$ cat src/rtl/crop_sequencer_if.sv
// Engine-side bus of the crop sequencer: latched window, engine handshakes, the two
// engine write ports and the shared frame-memory write port.
interface crop_sequencer_if;
    logic [10:0] cx_min;
    logic [10:0] cx_max;
    logic [10:0] cy_min;
    logic [10:0] cy_max;

    logic        hdr_start;
    logic        hdr_done;
    logic [23:0] hdr_addr;
    logic        hdr_wren;
    logic [15:0] hdr_wrdata;

    logic        pix_start;
    logic        pix_done;
    logic [23:0] pix_addr;
    logic        pix_wren;
    logic [15:0] pix_wrdata;

    logic [23:0] mem_addr;
    logic        mem_wren;
    logic [15:0] mem_wrdata;

    modport master (
        output cx_min, cx_max, cy_min, cy_max,
        output hdr_start, pix_start,
        output mem_addr, mem_wren, mem_wrdata,
        input  hdr_done, hdr_addr, hdr_wren, hdr_wrdata,
        input  pix_done, pix_addr, pix_wren, pix_wrdata
    );

    modport slave (
        input  cx_min, cx_max, cy_min, cy_max,
        input  hdr_start, pix_start,
        input  mem_addr, mem_wren, mem_wrdata,
        output hdr_done, hdr_addr, hdr_wren, hdr_wrdata,
        output pix_done, pix_addr, pix_wren, pix_wrdata
    );
endinterface

$ cat src/rtl/crop_sequencer.sv
// Crop-and-export run controller: validates the crop window, runs the header engine then the
// pixel engine, and owns the shared frame-memory write port.
module crop_sequencer #(
    parameter int unsigned WIDTH    = 100,
    parameter int unsigned HEIGHT   = 100,
    parameter int unsigned PIX_BASE = 54,
    parameter int unsigned TIMEOUT  = 65535
) (
    input  logic             clk_i,
    input  logic             rst_i,
    input  logic             start_i,
    input  logic [10:0]      x_min_i,
    input  logic [10:0]      x_max_i,
    input  logic [10:0]      y_min_i,
    input  logic [10:0]      y_max_i,
    output logic             busy_o,
    output logic             done_o,
    output logic             err_o,
    output logic [1:0]       err_code_o,
    crop_sequencer_if.master bus_if
);

    typedef enum logic [2:0] {
        StIdle,
        StCheck,
        StHdrGo,
        StHdrWait,
        StPixGo,
        StPixWait,
        StDone,
        StError
    } state_e;

    localparam logic [1:0]  ErrNone       = 2'd0;
    localparam logic [1:0]  ErrBounds     = 2'd1;
    localparam logic [1:0]  ErrHdrTimeout = 2'd2;
    localparam logic [1:0]  ErrPixTimeout = 2'd3;
    localparam logic [16:0] TimeoutCnt    = 17'(TIMEOUT);
    localparam logic [23:0] PixBase       = 24'(PIX_BASE);

    state_e      state_q, state_d;
    logic [10:0] cx_min_q, cx_min_d;
    logic [10:0] cx_max_q, cx_max_d;
    logic [10:0] cy_min_q, cy_min_d;
    logic [10:0] cy_max_q, cy_max_d;
    logic [1:0]  err_code_q, err_code_d;
    logic [15:0] cnt_q, cnt_d;
    logic        hdr_done_q;
    logic        pix_done_q;

    logic        hdr_rise;
    logic        pix_rise;
    logic        win_ok;
    logic [16:0] cnt_inc;
    logic        cnt_expired;

    always_ff @(posedge clk_i) begin
        if (rst_i) begin
            state_q    <= StIdle;
            cx_min_q   <= '0;
            cx_max_q   <= '0;
            cy_min_q   <= '0;
            cy_max_q   <= '0;
            err_code_q <= ErrNone;
            cnt_q      <= '0;
            hdr_done_q <= 1'b0;
            pix_done_q <= 1'b0;
        end else begin
            state_q    <= state_d;
            cx_min_q   <= cx_min_d;
            cx_max_q   <= cx_max_d;
            cy_min_q   <= cy_min_d;
            cy_max_q   <= cy_max_d;
            err_code_q <= err_code_d;
            cnt_q      <= cnt_d;
            hdr_done_q <= bus_if.hdr_done;
            pix_done_q <= bus_if.pix_done;
        end
    end

    // Only a fresh rising edge counts, so a done level left over from a prior run is ignored.
    assign hdr_rise = bus_if.hdr_done & ~hdr_done_q;
    assign pix_rise = bus_if.pix_done & ~pix_done_q;

    assign win_ok = (cx_min_q <= cx_max_q) && (32'(cx_max_q) < WIDTH) &&
                    (cy_min_q <= cy_max_q) && (32'(cy_max_q) < HEIGHT);

    // Extra bit keeps the compare exact even with TIMEOUT at the 16-bit maximum.
    assign cnt_inc     = {1'b0, cnt_q} + 17'd1;
    assign cnt_expired = (cnt_inc >= TimeoutCnt);

    always_comb begin
        state_d    = state_q;
        cx_min_d   = cx_min_q;
        cx_max_d   = cx_max_q;
        cy_min_d   = cy_min_q;
        cy_max_d   = cy_max_q;
        err_code_d = err_code_q;
        cnt_d      = cnt_q;

        case (state_q)
            StIdle, StDone, StError: begin
                if (start_i) begin
                    cx_min_d   = x_min_i;
                    cx_max_d   = x_max_i;
                    cy_min_d   = y_min_i;
                    cy_max_d   = y_max_i;
                    err_code_d = ErrNone;
                    state_d    = StCheck;
                end
            end
            StCheck: begin
                if (win_ok) begin
                    state_d = StHdrGo;
                end else begin
                    err_code_d = ErrBounds;
                    state_d    = StError;
                end
            end
            StHdrGo: begin
                cnt_d   = '0;
                state_d = StHdrWait;
            end
            StHdrWait: begin
                if (hdr_rise) begin
                    state_d = StPixGo;
                end else if (cnt_expired) begin
                    err_code_d = ErrHdrTimeout;
                    state_d    = StError;
                end else begin
                    cnt_d = cnt_inc[15:0];
                end
            end
            StPixGo: begin
                cnt_d   = '0;
                state_d = StPixWait;
            end
            StPixWait: begin
                if (pix_rise) begin
                    state_d = StDone;
                end else if (cnt_expired) begin
                    err_code_d = ErrPixTimeout;
                    state_d    = StError;
                end else begin
                    cnt_d = cnt_inc[15:0];
                end
            end
            default: state_d = StIdle;
        endcase
    end

    always_comb begin
        busy_o            = 1'b0;
        done_o            = 1'b0;
        err_o             = 1'b0;
        bus_if.hdr_start  = 1'b0;
        bus_if.pix_start  = 1'b0;
        bus_if.mem_addr   = '0;
        bus_if.mem_wren   = 1'b0;
        bus_if.mem_wrdata = '0;

        case (state_q)
            StCheck: busy_o = 1'b1;
            StHdrGo, StHdrWait: begin
                busy_o            = 1'b1;
                bus_if.hdr_start  = (state_q == StHdrGo);
                bus_if.mem_addr   = bus_if.hdr_addr;
                bus_if.mem_wren   = bus_if.hdr_wren;
                bus_if.mem_wrdata = bus_if.hdr_wrdata;
            end
            StPixGo, StPixWait: begin
                busy_o            = 1'b1;
                bus_if.pix_start  = (state_q == StPixGo);
                bus_if.mem_addr   = bus_if.pix_addr + PixBase;
                bus_if.mem_wren   = bus_if.pix_wren;
                bus_if.mem_wrdata = bus_if.pix_wrdata;
            end
            StDone:  done_o = 1'b1;
            StError: err_o  = 1'b1;
            default: ;
        endcase
    end

    assign err_code_o    = err_code_q;
    assign bus_if.cx_min = cx_min_q;
    assign bus_if.cx_max = cx_max_q;
    assign bus_if.cy_min = cy_min_q;
    assign bus_if.cy_max = cy_max_q;

endmodule

$ cat src/flat_wrapper.sv
// flat-port wrapper written by rule: the top's interface ports become plain ports
module crop_sequencer_flat 
#(
    parameter int unsigned WIDTH    = 100,
    parameter int unsigned HEIGHT   = 100,
    parameter int unsigned PIX_BASE = 54,
    parameter int unsigned TIMEOUT  = 65535
)
  (clk_i, rst_i, start_i, x_min_i, x_max_i, y_min_i, y_max_i, busy_o, done_o, err_o, err_code_o, bus_if_cx_min, bus_if_cx_max, bus_if_cy_min, bus_if_cy_max, bus_if_hdr_start, bus_if_pix_start, bus_if_mem_addr, bus_if_mem_wren, bus_if_mem_wrdata, bus_if_hdr_done, bus_if_hdr_addr, bus_if_hdr_wren, bus_if_hdr_wrdata, bus_if_pix_done, bus_if_pix_addr, bus_if_pix_wren, bus_if_pix_wrdata);
  crop_sequencer_if bus_if_i ();
  input  logic clk_i;
  input  logic rst_i;
  input  logic start_i;
  input  logic [10:0] x_min_i;
  input  logic [10:0] x_max_i;
  input  logic [10:0] y_min_i;
  input  logic [10:0] y_max_i;
  output logic busy_o;
  output logic done_o;
  output logic err_o;
  output logic [1:0] err_code_o;
  output wire logic [$bits(bus_if_i.cx_min)-1:0] bus_if_cx_min;
  output wire logic [$bits(bus_if_i.cx_max)-1:0] bus_if_cx_max;
  output wire logic [$bits(bus_if_i.cy_min)-1:0] bus_if_cy_min;
  output wire logic [$bits(bus_if_i.cy_max)-1:0] bus_if_cy_max;
  output wire logic [$bits(bus_if_i.hdr_start)-1:0] bus_if_hdr_start;
  output wire logic [$bits(bus_if_i.pix_start)-1:0] bus_if_pix_start;
  output wire logic [$bits(bus_if_i.mem_addr)-1:0] bus_if_mem_addr;
  output wire logic [$bits(bus_if_i.mem_wren)-1:0] bus_if_mem_wren;
  output wire logic [$bits(bus_if_i.mem_wrdata)-1:0] bus_if_mem_wrdata;
  input wire logic [$bits(bus_if_i.hdr_done)-1:0] bus_if_hdr_done;
  input wire logic [$bits(bus_if_i.hdr_addr)-1:0] bus_if_hdr_addr;
  input wire logic [$bits(bus_if_i.hdr_wren)-1:0] bus_if_hdr_wren;
  input wire logic [$bits(bus_if_i.hdr_wrdata)-1:0] bus_if_hdr_wrdata;
  input wire logic [$bits(bus_if_i.pix_done)-1:0] bus_if_pix_done;
  input wire logic [$bits(bus_if_i.pix_addr)-1:0] bus_if_pix_addr;
  input wire logic [$bits(bus_if_i.pix_wren)-1:0] bus_if_pix_wren;
  input wire logic [$bits(bus_if_i.pix_wrdata)-1:0] bus_if_pix_wrdata;
  assign bus_if_cx_min = bus_if_i.cx_min;
  assign bus_if_cx_max = bus_if_i.cx_max;
  assign bus_if_cy_min = bus_if_i.cy_min;
  assign bus_if_cy_max = bus_if_i.cy_max;
  assign bus_if_hdr_start = bus_if_i.hdr_start;
  assign bus_if_pix_start = bus_if_i.pix_start;
  assign bus_if_mem_addr = bus_if_i.mem_addr;
  assign bus_if_mem_wren = bus_if_i.mem_wren;
  assign bus_if_mem_wrdata = bus_if_i.mem_wrdata;
  assign bus_if_i.hdr_done = bus_if_hdr_done;
  assign bus_if_i.hdr_addr = bus_if_hdr_addr;
  assign bus_if_i.hdr_wren = bus_if_hdr_wren;
  assign bus_if_i.hdr_wrdata = bus_if_hdr_wrdata;
  assign bus_if_i.pix_done = bus_if_pix_done;
  assign bus_if_i.pix_addr = bus_if_pix_addr;
  assign bus_if_i.pix_wren = bus_if_pix_wren;
  assign bus_if_i.pix_wrdata = bus_if_pix_wrdata;
  crop_sequencer #(.WIDTH(WIDTH), .HEIGHT(HEIGHT), .PIX_BASE(PIX_BASE), .TIMEOUT(TIMEOUT)) u_core (.clk_i(clk_i), .rst_i(rst_i), .start_i(start_i), .x_min_i(x_min_i), .x_max_i(x_max_i), .y_min_i(y_min_i), .y_max_i(y_max_i), .busy_o(busy_o), .done_o(done_o), .err_o(err_o), .err_code_o(err_code_o), .bus_if(bus_if_i));
endmodule
$ cat config.mk
export PLATFORM = sky130hd
export DESIGN_NAME = crop_sequencer_flat
export DESIGN_NICKNAME = d
export VERILOG_FILES = /design/src/rtl/crop_sequencer_if.sv /design/src/rtl/crop_sequencer.sv /design/src/flat_wrapper.sv
export SDC_FILE = /design/constraint.sdc
export NUM_CORES = 1
export LEC_CHECK = 0
export ABC_AREA = 1
export CELL_PAD_IN_SITES_DETAIL_PLACEMENT = 1
export CELL_PAD_IN_SITES_GLOBAL_PLACEMENT = 1
export CORE_MARGIN = 4
export CORE_UTILIZATION = 25
export DETAILED_ROUTE_END_ITERATION = 8
export GPL_ROUTABILITY_DRIVEN = 0
export PLACE_DENSITY_LB_ADDON = 0.3
export SLEW_MARGIN = 20
export SYNTH_ARGS = -nofsm -noshare
export SYNTH_HDL_FRONTEND = slang
export SYNTH_SLANG_ARGS = --single-unit
$ cat constraint.sdc
create_clock -name clk_i -period 2.1 [get_ports clk_i]
set_input_delay 0.315 -clock clk_i [delete_from_list [all_inputs] [get_ports clk_i]]
set_output_delay 0.315 -clock clk_i [all_outputs]
set_load 0.01 [all_outputs]
==> impl_metrics.env <==
export IMPL_drcViolationCount=0
export IMPL_drive_gt1_frac=0.260
export IMPL_pwr_share_seq=0.230
export IMPL_hold_depth=2
export IMPL_outcome="finished with violations"
export IMPL_grt_pass1_vias=5991
export IMPL_portBuffers=222
export IMPL_crit_path_end_kind="primary output"
export IMPL_setup_viol=23
export IMPL_multi_input_area_sq_mm=0.00325
export IMPL_maxCapViolCount=0
export IMPL_ant_nets=0
export IMPL_timing_hold_ws_ps=481
export IMPL_holdCritPathClass="register to register"
export IMPL_violations="negative setup slack"
export IMPL_fillers=2253
export IMPL_synth_flop_cell="dfxtp_1"
export IMPL_synth_area_sq_mm=0.00466
export IMPL_synth_most_common_cell="nand2_1"
export IMPL_die_x_um=145
export IMPL_grt_max_degree=52
export IMPL_maxSlewViolCount=0
export IMPL_rr_startpoint="u_core.cnt_q[0]"
export IMPL_startpoint_type="input port"
export IMPL_synth_seq_cells=67
export IMPL_setup_slack_ps=-162
export IMPL_p_leak_nw=3.76
export IMPL_p_sw_w=0.00416
export IMPL_ioPinCount=223
export IMPL_power_density_mw_per_mm2=1120
export IMPL_ir_worst_vdd_uv=464
export IMPL_grt_setup_unrepaired="true"
export IMPL_cts_reportedPaths_clkPinSlew_ps=60
export IMPL_r2r_cells=15
export IMPL_grt_antenna_before_repair=2
export IMPL_p_int_w=0.00537
export IMPL_tightest_slew_ps=323
export IMPL_cts_max_level=3
export IMPL_rows=49
export IMPL_r2r_slack_ps=-90
export IMPL_clockRootBuffer="clkbuf_16"
export IMPL_grt_overflow_total=0
export IMPL_cts_sinks=67
export IMPL_track_usage=0.187
export IMPL_nets=1158
export IMPL_hold_viol=0
export IMPL_syn_inst=713
export IMPL_core_sq_mm=0.0181
export IMPL_regToRegEndpoint="u_core.cnt_q[5]"
export IMPL_routed_via_density=4.73
export IMPL_hold_start="u_core.bus_if.cy_min[0]"
export IMPL_drt_total_wl_um=20900
export IMPL_post_synth_most_frequent_cells="nand2_1 (127), nor2_1 (114), inv_1 (73), o21ai_0 (70), dfxtp_1 (67)"
export IMPL_ys_warn_count=0
export IMPL_synth_largest_area_cell="dfxtp_1"
export IMPL_comb_power_share=0.619
export IMPL_grt_pass1_wl_um=31300
export IMPL_clockPowerShare=0.151
export IMPL_worst_clock_skew_ps=7.40
export IMPL_cp_data_arrival_time_ps=1950
export IMPL_crit_type="input port to primary output"
export IMPL_area_sequential_sq_mm=0.00137
export IMPL_num_vias=5859
export IMPL_crit_fanout=3
export IMPL_maxSlewHeadroom=0.783
export IMPL_clk_insertion_delay_late_ps=330
export IMPL_max_clock_path_buffers=2
export IMPL_syn_avg_cell_area_sq_um=6.54
export IMPL_synth_cell_types=35
export IMPL_syn_num_nets=869
export IMPL_synth_edf_count=0
export IMPL_synthArstFlopShare=0
export IMPL_drtPass1Iterations=4
export IMPL_worstPathRequired_ps=1780
export IMPL_min_to="u_core.bus_if.cy_min[0]"
export IMPL_synth_top_cell_area_share=0.288
export IMPL_fmax_mhz=442
export IMPL_dieArea_sq_mm=0.0209
export IMPL_initial_core_util=0.257
export IMPL_synthTopCellsByArea="dfxtp_1 (29%), nand2_1 (10%), nor2_1 (9.2%), o21ai_0 (7.5%), ha_1 (6.7%)"
export IMPL_cts_inserted_buffers=9
export IMPL_hpwl_um=15300
export IMPL_wire_per_inst_um=16.9
export IMPL_power_switching_share=0.436
export IMPL_area_growth_syn_to_layout_pct=82.2
export IMPL_final_setup_tns_ps=-1210
export IMPL_die_h_um=145
export IMPL_yosysSeqAreaShare=0.288
export IMPL_min_period_ps=2260
export IMPL_post_route_period_util=1.08
export IMPL_cts_tree="yes"
export IMPL_drt_iter0_drc=169
==> state kept, by name, indices dropped and copies added (netlist names) <==
register and flops:
u_core.bus_if.cx_max 11, u_core.bus_if.cy_min 11, u_core.state_q 3, u_core.bus_if.cy_max 11, u_core.cnt_q 16, u_core.err_code_o 2
u_core.bus_if.cx_min 11, u_core.hdr_done_q 1, u_core.pix_done_q 1
==> cells in the final DEF (no fill, tap or decap), types with 8 or more instances in the layout <==
| cell | n |
|---|---|
| buf_4 | 71 |
| inv_1 | 56 |
| nand3_2 | 19 |
| nor2_2 | 12 |
| o21ai_0 | 63 |
| nand2_1 | 110 |
| dlygate4sd2_1 | 29 |
| clkdlybuf4s50_1 | 162 |
| nand2_2 | 17 |
| ha_1 | 22 |
| buf_2 | 11 |
| nor2_1 | 102 |
| dfxtp_1 | 52 |
| a32o_1 | 8 |
| a21oi_2 | 15 |
| clkbuf_16 | 12 |
| nand3_1 | 29 |
| nor2_4 | 10 |
| inv_2 | 16 |
| a22o_1 | 18 |
| a21oi_1 | 40 |
| dfxtp_2 | 10 |
| buf_12 | 8 |
==> kinds of logic (layout without fill, tap and decap cells) <==
group / after synthesis / after routing / share of synthesized area
adder cells (fa/ha/maj): 25 / 25 / 0.0671
flip-flops: 67 / 67 / 0.288
buffers and inverters: 111 / 405 / 0.0991
other: 0 / 2 / 0
AO/OA/AOI/OAI: 162 / 162 / 0.203
XOR/XNOR: 6 / 6 / 0.0113
AND/OR/NAND/NOR: 342 / 342 / 0.332
==> power groups by stage <==
stage | registers [W] | clock network, W | logic [W]
after floorplan | 0.00216 | 0 | 0.00293
after global placement | 0.00211 | 0 | 0.00562
after detailed placement | 0.00212 | 0 | 0.00572
after CTS | 0.00212 | 0.00147 | 0.00565
after global routing | 0.00227 | 0.00154 | 0.00655
final | 0.00220 | 0.00144 | 0.00590
==> critical path, stage by stage <==
cell and delay [ps]:
buf_8 90, inv_4 30, ha_4 140, inv_2 50, nand2_2 50, inv_2 80, nor2_4 50, nor3_2 160
buf_4 150, nand2_4 60, inv_4 80, nand3_4 70, nor3_2 100, buf_4 140, nor2_2 40, o31ai_2 160
buf_2 170
==> how the worst max path moves through the flow <==
stage                       startpoint                  end  slack (ps)  cells past startpoint
finish              bus_if_pix_addr[1]  bus_if_mem_addr[19]        -160                     17
global route        bus_if_pix_addr[1]  bus_if_mem_addr[23]        -300                     18
CTS                 bus_if_pix_addr[2]  bus_if_mem_addr[19]        -180                     17
detailed placement  bus_if_pix_addr[1]  bus_if_mem_addr[19]       -1090                     17
global placement    bus_if_pix_addr[1]  bus_if_mem_addr[19]       -1080                     17
floorplan           bus_if_pix_addr[1]  bus_if_mem_addr[19]         -30                     13
==> through the flow <==
step           setup WS (ps)  total power, W  utilization  cells  instance area, sq um
2_1_floorplan          -27.2         0.00509            -    713                  4670
3_3_place_gp           -1080         0.00773        0.418   1194                  7590
3_5_place_dp           -1090         0.00784        0.418   1194                  7590
4_1_cts                 -179         0.00924        0.444   1223                  8060
5_1_grt                 -298          0.0104        0.468   1238                  8490
6_report                -162         0.00953        0.468   1238                  8490
==> final cells by class <==
| cell class | count | share of cell area |
|---|---|---|
| diodes | 2 | 0.000589 |
| flip-flops and latches | 67 | 0.162 |
| repair buffers | 310 | 0.352 |
| inverters | 79 | 0.0361 |
| multi-input cells | 535 | 0.383 |
| well taps | 229 | 0.0337 |
| clock inverters | 6 | 0.00472 |
| clock buffers | 10 | 0.0281 |
==> repair_timing <==
action                     CTS  global route
buffers inserted            12             9
hold buffers                 0             0
gates cloned                 1             4
pin swaps                   21            46
resized for setup          164            98
setup endpoints to repair   60            41
==> metal layers <==
layer | share of wire | wire [um] | GRT usage | vias up
li1 | - | - | - | 2950
met1 | 0.40 | 8360 | 0.214 | 2737
met2 | 0.52 | 10900 | 0.350 | 149
met3 | 0.064 | 1340 | 0.0466 | 23
met4 | 0.016 | 328 | 0.0407 | 0
met5 | 0 | 0 | 0 | -
Note: power is estimated with default switching activity, not from simulation.
